<file path="src/rtl/beta_pkg.sv">
// Shared types and constants for the Beta CPU decode and execute stages.
package beta_pkg;

    // ALU function codes, shared with the ALU.
    typedef enum logic [5:0] {
        FnCmpeq = 6'b000011,
        FnCmplt = 6'b000101,
        FnCmple = 6'b000111,
        FnAdd   = 6'b010000,
        FnSub   = 6'b010001,
        FnShl   = 6'b110000,
        FnShr   = 6'b110001,
        FnSra   = 6'b110011,
        FnAfn   = 6'b101010,
        FnAnd   = 6'b101000,
        FnOr    = 6'b101110,
        FnXor   = 6'b100110
    } alu_fn_t;

    typedef enum logic [1:0] {
        WdselPc  = 2'd0,
        WdselAlu = 2'd1,
        WdselMem = 2'd2
    } wdsel_t;

    typedef enum logic [1:0] {
        BrNone = 2'd0,
        BrJmp  = 2'd1,
        BrBeq  = 2'd2,
        BrBne  = 2'd3
    } br_t;

    localparam logic [5:0] OpLd    = 6'h18;
    localparam logic [5:0] OpSt    = 6'h19;
    localparam logic [5:0] OpJmp   = 6'h1B;
    localparam logic [5:0] OpBeq   = 6'h1C;
    localparam logic [5:0] OpBne   = 6'h1D;
    localparam logic [5:0] OpLdr   = 6'h1F;
    localparam logic [5:0] OpAdd   = 6'h20;
    localparam logic [5:0] OpSub   = 6'h21;
    localparam logic [5:0] OpCmpeq = 6'h24;
    localparam logic [5:0] OpCmplt = 6'h25;
    localparam logic [5:0] OpCmple = 6'h26;
    localparam logic [5:0] OpAnd   = 6'h28;
    localparam logic [5:0] OpOr    = 6'h29;
    localparam logic [5:0] OpXor   = 6'h2A;
    localparam logic [5:0] OpShl   = 6'h2C;
    localparam logic [5:0] OpShr   = 6'h2D;
    localparam logic [5:0] OpSra   = 6'h2E;

    // Exception pointer register, written with PC+4 on an illegal-opcode trap.
    localparam logic [4:0] XpReg = 5'd30;

    typedef struct packed {
        alu_fn_t     fn;
        logic        bsel;
        logic        asel;
        logic [4:0]  ra;
        logic [4:0]  rb;
        logic [4:0]  rc;
        logic [31:0] lit;
        logic        werf;
        wdsel_t      wdsel;
        logic        mem_rd;
        logic        mem_wr;
        br_t         br;
        logic        illop;
    } decode_t;

endpackage

</file>
<file path="src/rtl/beta_op_decoder.sv">
// Combinational opcode decoder: instruction word to decoded control struct.
module beta_op_decoder
    import beta_pkg::*;
(
    input  logic [31:0] instr,
    output decode_t     dec
);

    logic [5:0] opcode;
    alu_fn_t    alu_fn;
    logic       alu_ok;

    assign opcode = instr[31:26];

    // ALU function for the OP/OPC classes; OPC is folded onto OP by forcing bit 4 low.
    always_comb begin
        alu_fn = FnAdd;
        alu_ok = 1'b1;
        case ({2'b10, opcode[3:0]})
            OpAdd:   alu_fn = FnAdd;
            OpSub:   alu_fn = FnSub;
            OpCmpeq: alu_fn = FnCmpeq;
            OpCmplt: alu_fn = FnCmplt;
            OpCmple: alu_fn = FnCmple;
            OpAnd:   alu_fn = FnAnd;
            OpOr:    alu_fn = FnOr;
            OpXor:   alu_fn = FnXor;
            OpShl:   alu_fn = FnShl;
            OpShr:   alu_fn = FnShr;
            OpSra:   alu_fn = FnSra;
            default: alu_ok = 1'b0;
        endcase
    end

    // Main decode: register fields pass through unless an opcode overrides them.
    always_comb begin
        dec     = '0;
        dec.fn  = FnAdd;
        dec.ra  = instr[20:16];
        dec.rb  = instr[15:11];
        dec.rc  = instr[25:21];
        dec.lit = {{16{instr[15]}}, instr[15:0]};
        case (opcode)
            OpLd: begin
                dec.bsel   = 1'b1;
                dec.mem_rd = 1'b1;
                dec.werf   = 1'b1;
                dec.wdsel  = WdselMem;
            end
            OpSt: begin
                dec.bsel   = 1'b1;
                dec.mem_wr = 1'b1;
                // Store data is read through the B port from rc.
                dec.rb     = instr[25:21];
            end
            OpLdr: begin
                dec.fn     = FnAfn;
                dec.asel   = 1'b1;
                dec.mem_rd = 1'b1;
                dec.werf   = 1'b1;
                dec.wdsel  = WdselMem;
            end
            OpJmp: begin
                dec.werf  = 1'b1;
                dec.wdsel = WdselPc;
                dec.br    = BrJmp;
            end
            OpBeq: begin
                dec.werf  = 1'b1;
                dec.wdsel = WdselPc;
                dec.br    = BrBeq;
            end
            OpBne: begin
                dec.werf  = 1'b1;
                dec.wdsel = WdselPc;
                dec.br    = BrBne;
            end
            default: begin
                if (opcode[5] && alu_ok) begin
                    dec.fn    = alu_fn;
                    dec.bsel  = opcode[4];
                    dec.werf  = 1'b1;
                    dec.wdsel = WdselAlu;
                end else begin
                    dec.illop = 1'b1;
                    dec.rc    = XpReg;
                    dec.werf  = 1'b1;
                    dec.wdsel = WdselPc;
                end
            end
        endcase
    end

endmodule

</file>
<file path="src/rtl/beta_decode.sv">
// Beta decode stage: one-entry pipeline buffer between IF and EX with flush.
module beta_decode
    import beta_pkg::*;
#(
    parameter int unsigned PC_W = 32
) (
    input  logic            clk,
    input  logic            rst,
    input  logic            in_valid,
    output logic            in_ready,
    input  logic [31:0]     in_instr,
    input  logic [PC_W-1:0] in_pc,
    input  logic            flush,
    output logic            out_valid,
    input  logic            out_ready,
    output logic [5:0]      out_fn,
    output logic            out_bsel,
    output logic            out_asel,
    output logic [4:0]      out_ra,
    output logic [4:0]      out_rb,
    output logic [4:0]      out_rc,
    output logic [31:0]     out_lit,
    output logic [PC_W-1:0] out_pc,
    output logic            out_werf,
    output logic [1:0]      out_wdsel,
    output logic            out_mem_rd,
    output logic            out_mem_wr,
    output logic [1:0]      out_br,
    output logic            out_illop
);

    decode_t         dec;
    decode_t         ent_q;
    logic [PC_W-1:0] pc_q;
    logic            valid_q;
    logic            valid_d;
    logic            accept;

    beta_op_decoder u_op_decoder (
        .instr (in_instr),
        .dec   (dec)
    );

    assign in_ready = !valid_q || out_ready;
    assign accept   = in_valid && in_ready && !flush;

    // Buffer occupancy: flush wins, then a new accept, then a drain.
    always_comb begin
        valid_d = valid_q;
        if (flush) begin
            valid_d = 1'b0;
        end else if (accept) begin
            valid_d = 1'b1;
        end else if (out_ready) begin
            valid_d = 1'b0;
        end
    end

    // Valid flag register.
    always_ff @(posedge clk or posedge rst) begin
        if (rst) begin
            valid_q <= 1'b0;
        end else begin
            valid_q <= valid_d;
        end
    end

    // Payload register; loads only on accept so it stays stable under backpressure.
    always_ff @(posedge clk or posedge rst) begin
        if (rst) begin
            ent_q <= '0;
            pc_q  <= '0;
        end else if (accept) begin
            ent_q <= dec;
            pc_q  <= in_pc;
        end
    end

    assign out_valid  = valid_q;
    assign out_fn     = ent_q.fn;
    assign out_bsel   = ent_q.bsel;
    assign out_asel   = ent_q.asel;
    assign out_ra     = ent_q.ra;
    assign out_rb     = ent_q.rb;
    assign out_rc     = ent_q.rc;
    assign out_lit    = ent_q.lit;
    assign out_pc     = pc_q;
    assign out_werf   = ent_q.werf;
    assign out_wdsel  = ent_q.wdsel;
    assign out_mem_rd = ent_q.mem_rd;
    assign out_mem_wr = ent_q.mem_wr;
    assign out_br     = ent_q.br;
    assign out_illop  = ent_q.illop;

endmodule

</file>
<file path="config.mk">
export PLATFORM = sky130hd
export DESIGN_NAME = beta_decode
export DESIGN_NICKNAME = d
export VERILOG_FILES = /design/src/rtl/beta_pkg.sv /design/src/rtl/beta_op_decoder.sv /design/src/rtl/beta_decode.sv
export SDC_FILE = /design/constraint.sdc
export NUM_CORES = 1
export LEC_CHECK = 0
export CAP_MARGIN = 20
export CORE_ASPECT_RATIO = 0.9
export CORE_MARGIN = 5
export CORE_UTILIZATION = 44
export DETAILED_ROUTE_END_ITERATION = 12
export PLACE_DENSITY_LB_ADDON = 0.1
export SYNTH_ARGS = -nofsm -noshare
export SYNTH_HDL_FRONTEND = slang
export SYNTH_SLANG_ARGS = --single-unit
export TNS_END_PERCENT = 5
</file>
<file path="constraint.sdc">
create_clock -name clk -period 4.6 [get_ports clk]
set_clock_uncertainty 0.1 [all_clocks]
set_input_delay 0.92 -clock clk [delete_from_list [all_inputs] [get_ports clk]]
set_output_delay 0.92 -clock clk [all_outputs]
set_load 0.05 [all_outputs]
</file>
[After elaboration in Yosys (flattened, before gate mapping)]
Cells that the tools add are included.
Word-level totals
  word-level logic and storage cells: 65
  bits of input ports: 69
  bits in registers: 80
  output and inout bits: 97
Cells by class
  equal/unequal tests: 16
  mux-type cells: 19
  reductions and logical operators: 15
Operators by type and width (count)
  6-bit one-hot mux with 10 select lines: 1
  6-bit by 5-bit equality test with 1-bit output, second input constant: 6
  4-bit equality test, second input constant: 6
  5-bit 2-to-1 mux: 3
  4-bit by 3-bit equality test with 1-bit output, second input constant: 3
  6-bit one-hot mux with 2 select lines: 1
  11-bit OR reduction: 1
  1-bit 2-to-1 mux: 10
  3-bit one-hot mux with 3 select lines: 1
  7-bit 2-to-1 mux: 1
  2-bit one-hot mux with 3 select lines: 1
  6-bit OR reduction: 1
  5-bit OR reduction: 1
  4-bit by 1-bit equality test with 1-bit output, second input constant: 1
  4-bit logical NOT: 1
  2-bit OR reduction: 2
  4-bit OR reduction: 1
  1-bit logical AND: 3
  3-bit nonzero test: 1
  3-bit OR reduction: 1
  1-bit logical NOT: 2
  1-bit one-hot mux with 2 select lines: 1
  1-bit logical OR: 1

[Longest topological paths before layout]
  word-level depth: 6
  depth in mapped cells: 6
  depth with buffers taken out: 4

[Hierarchy]
A second synthesis with hierarchy kept.
Unflattened totals
  cells, all modules: 306
  area, all modules: 4327.9 um^2
By module, submodules not included
  beta_decode: instances 1, seq. area each 2402.3 um^2, area an instance 3598.5 um^2, cells an instance 207
  beta_op_decoder: instances 1, seq. area each 0.0 um^2, area an instance 729.4 um^2, cells an instance 99

[Worst setup path after synthesis]
No wires, ideal clock.
  path kind: in2out
  from: input out_ready
  to: output in_ready
  stages on the path: 4
  path slack: 2.051 ns
  path buffers: 2
  arrival: 1.529 ns
  path through: nor2b_1 > buf_2 > inv_1 > buf_2
Between the ends
  word-level cells in the longest chain between the ends: 1
RTL lines
  start: declaration: line beta_decode.sv:15  | input logic out_ready,
  1-bit logical OR: line beta_decode.sv:44  | assign in_ready = !valid_q || out_ready;
  end: declaration: line beta_decode.sv:10  | output logic in_ready,
No other way between the ends.

[Final worst setup path]
Same ends and word-level chain as after synthesis.

==> summary.txt <==
Floorplanning
  • Die Y: approximately 94 microns
  • Row count: 30
  • Die W: 103.8 microns
  • Starting density of the core: 0.4575
  • I/O pin count: 166
  • Core area: 0.007620 sq mm
  • Die area: between 0.009 and 0.01 sq mm

Synth
  • Dominant synthesized flop cell: dfrtp_1
  • Async set or reset register ratio after synthesis: 1.000
  • Synth Area in Compound Gates: 0.1019
  • Count leader, synth: dfrtp_1
  • Sequential-to-total area share from yosys stat: 0.5743
  • Number of synthesized register bits: 80
  • Syn Nets: 337
  • Synth Instances: 268
  • Syn_area_per_cell: between 10 and 15 sq um
  • Post-synth EDFFs: 0
  • Synth top cells by count: 80 x dfrtp_1, 52 x mux2_2, 22 x buf_4
  • Adder-cell area share of the yosys netlist: 0
  • Synth area leader: dfrtp_1
  • Mux contribution to synthesized area: 0.1777
  • Post-synthesis simple-gate area fraction: 0.06963
  • Post-synth cell types: 45
  • Synth top area share: 0.5743
  • Post-synthesis xor/xnor area fraction: 0.01005
  • YS warnings: 0
  • Top post-synthesis cells by area: dfrtp_1 57%, mux2_2 17%, buf_4 4.7%, o21ai_0 2.0%, nand3_1 1.4%
  • Largest family of logic cells by synthesized area: multiplexers
  • Mapped Area: 0.003486 sq mm

CTS
  • Sink Count: 80
  • Worst-case clock buffer depth: 2
  • CTS resizes: 0
  • CTS Buf Count: 9
  • H-tree depth: 3
  • Clock Root Buffer: clkbuf_8
  • Cts hold-fix bufs: 0
  • Post-CTS Setup Bufs: 0
  • Clk_lat worst skew: 0.34 ns
  • CTS tree: built
  • Worst-path clk slew: 0.07 ns

Setup path
  • Startpoint types: input port
  • Kind of end point of the critical path: output port
  • Critical path's slowest cell: clkdlybuf4s50_1
  • Critical path type: in2out
  • Worst-path fanout max: 16
  • Crit path arrival time: ~2.2 ns
  • Critical Path, Cell by Cell: clkdlybuf4s50_1 > nor2b_1 > buf_4 > inv_1 > buf_4
  • Critical Path Most Common Cell: buf_4
  • CP Data Required Time: roughly 3.6 ns
  • Critical Path Max Stage Delay: 0.45 ns
  • Reg2Reg Depth: 5

STA
  • # setup viols final: 0
  • Unrepaired setup endpoints after global routing: no
  • Slew Viols, Final: 0
  • Worst slew pin tran: 0.6391 ns
  • FMAX: a little over 300 MHz
  • Slew margin rel.: 0.5729
  • Final Hold Viols: 0
  • Fin crit period: about 3.3 ns
  • Period utilization: 0.7077
  • Total Neg Setup Slack: 0 ns

Run status
  • Status: finished, final reports clean

Placed design
  • Number of I/O port buffers: ~170
  • GP Congestion: 0.7948
  • DP HPWL: between 6 and 7 mm

Power and ir drop
  • Sw Share: 0.3970
  • Clock power frac: 0.219
  • Leakage: between 2 and 2.5 nW
  • Pwr/cell area: approximately 450 mW/mm^2
  • Sequential share of power: 0.366
  • Worst VDD drop: about 220 uV
  • Pint: 0.001430 W
  • Combinational Power Share: 0.415
  • Switching pwr: 0.0009418 W

Routing
  • DR vias: 2751
  • Post-route ant nets: 0
  • Drt via density: 5.342
  • Wire per inst: ~18 microns
  • Detailed Route WL: 9.405 mm
  • DRT Pass-1 Iters: 4
  • 1st-iter DRT viols: 81
  • DRC Markers: 0

Finish
  • Layout cell share with drive strength beyond 1: 0.1909
  • ANT cells: 0
  • Synth-to-layout area growth: 51.94%
  • Final Util: 0.6951
  • Layout Nets: slightly below 500

Global route
  • Antenna violations before repair: 0
  • Largest net degree at the start of global routing: 60
  • Vias in the first global route: 2852
  • GRT Residual Overflow: 0
  • First-pass GRT wire length: around 15 mm
  • Gr usage total: 0.1923

Worst hold path
  • Hold depth: 1
  • Hold crit path type: reg2reg

Job
  • Maxcap violations: 0
## routing by layer
metal	vias to the layer above	track usage	wire, microns
met3	15	0.08612	1134
met2	150	0.2972	4355
met5	-	0	0
li1	1245	-	-
met4	0	0.07335	160
met1	1341	0.2386	3754
## final timing paths
check	from	end	slack, ns
max	out_ready	in_ready	1.34
min in group asynchronous	rst	out_pc[28]	0.69
min reg2reg	out_mem_rd	out_mem_rd	0.39
max reg2reg	out_valid	out_pc[19]	2.47
max in group asynchronous	rst	out_werf	2.86
min	out_mem_rd	out_mem_rd	0.39
## registers in the layout (all words and copies together), names as in the netlist
name / count
out_asel: 1
out_br: 2
out_bsel: 1
out_fn: 6
out_illop: 1
out_lit: 16
out_mem_rd: 1
out_mem_wr: 1
out_pc: 32
out_ra: 5
out_rb: 5
out_rc: 5
out_valid: 1
out_wdsel: 2
out_werf: 1
## metrics by stage
| step | power, W | worst slack, ns | hold slack (ns) | cells | area, sq um |
|---|---|---|---|---|---|
| finish | 0.002372 | 1.344 | 0.3907 | 515 | 5296 |
| global placement | 0.001856 | 1.343 | 0.3705 | 498 | 5071 |
| global route | 0.002474 | 1.300 | 0.4207 | 515 | 5296 |
| floorplan | 0.001531 | 1.528 | 0.6813 | 268 | 3486 |
| detailed placement | 0.001870 | 1.244 | 0.3724 | 498 | 5071 |
| CTS | 0.002393 | 1.372 | 0.3920 | 514 | 5269 |
## worst max-delay path: cells and delay by family
family / cells / cell delay, ns
buffers and inverters: 4 / 1.27
and+or+nand+nor: 1 / 0.04
## cells in the final DEF, fill, tap and decap left out, types with 4 or more instances in the layout
cell	instances
o21ai_0	14
a21oi_1	8
clkdlybuf4s50_1	164
a2bb2oi_1	4
a31oi_1	7
mux2_2	52
clkbuf_8	10
dfrtp_1	80
nand3_1	10
nor2b_1	4
nor3_1	5
## final cells by class
| cell class | instances | area, sq um |
|---|---|---|
| repair buffers | 169 | 1712 |
| clock inverters | 5 | 56.30 |
| multi-input cells | 151 | 1252 |
| clock buffers | 11 | 141.4 |
| inverters | 3 | 12.51 |
| well taps | 96 | 120.1 |
| flip-flops and latches | 80 | 2002 |
| fillers | 596 | 2323 |
## power groups by stage
stage                     Clock, W  Combinational (W)  Sequential [W]
after floorplan                  0           0.000280         0.00125
after global placement           0           0.000978        0.000878
after detailed placement         0           0.000987        0.000883
after CTS                 0.000534           0.000989        0.000870
after global routing      0.000568            0.00102        0.000884
final                     0.000520           0.000984        0.000869
## cells by family (layout without fill, tap and decap cells)
group                  count (synthesis)  after routing
flip-flops                            80             80
multiplexers                          55             55
AO/OA/AOI/OAI                         52             52
AND/OR/NAND/NOR                       40             40
buffers and inverters                 37            188
XOR/XNOR                               4              4
No activity file was read; power rests on OpenSTA's default activity.
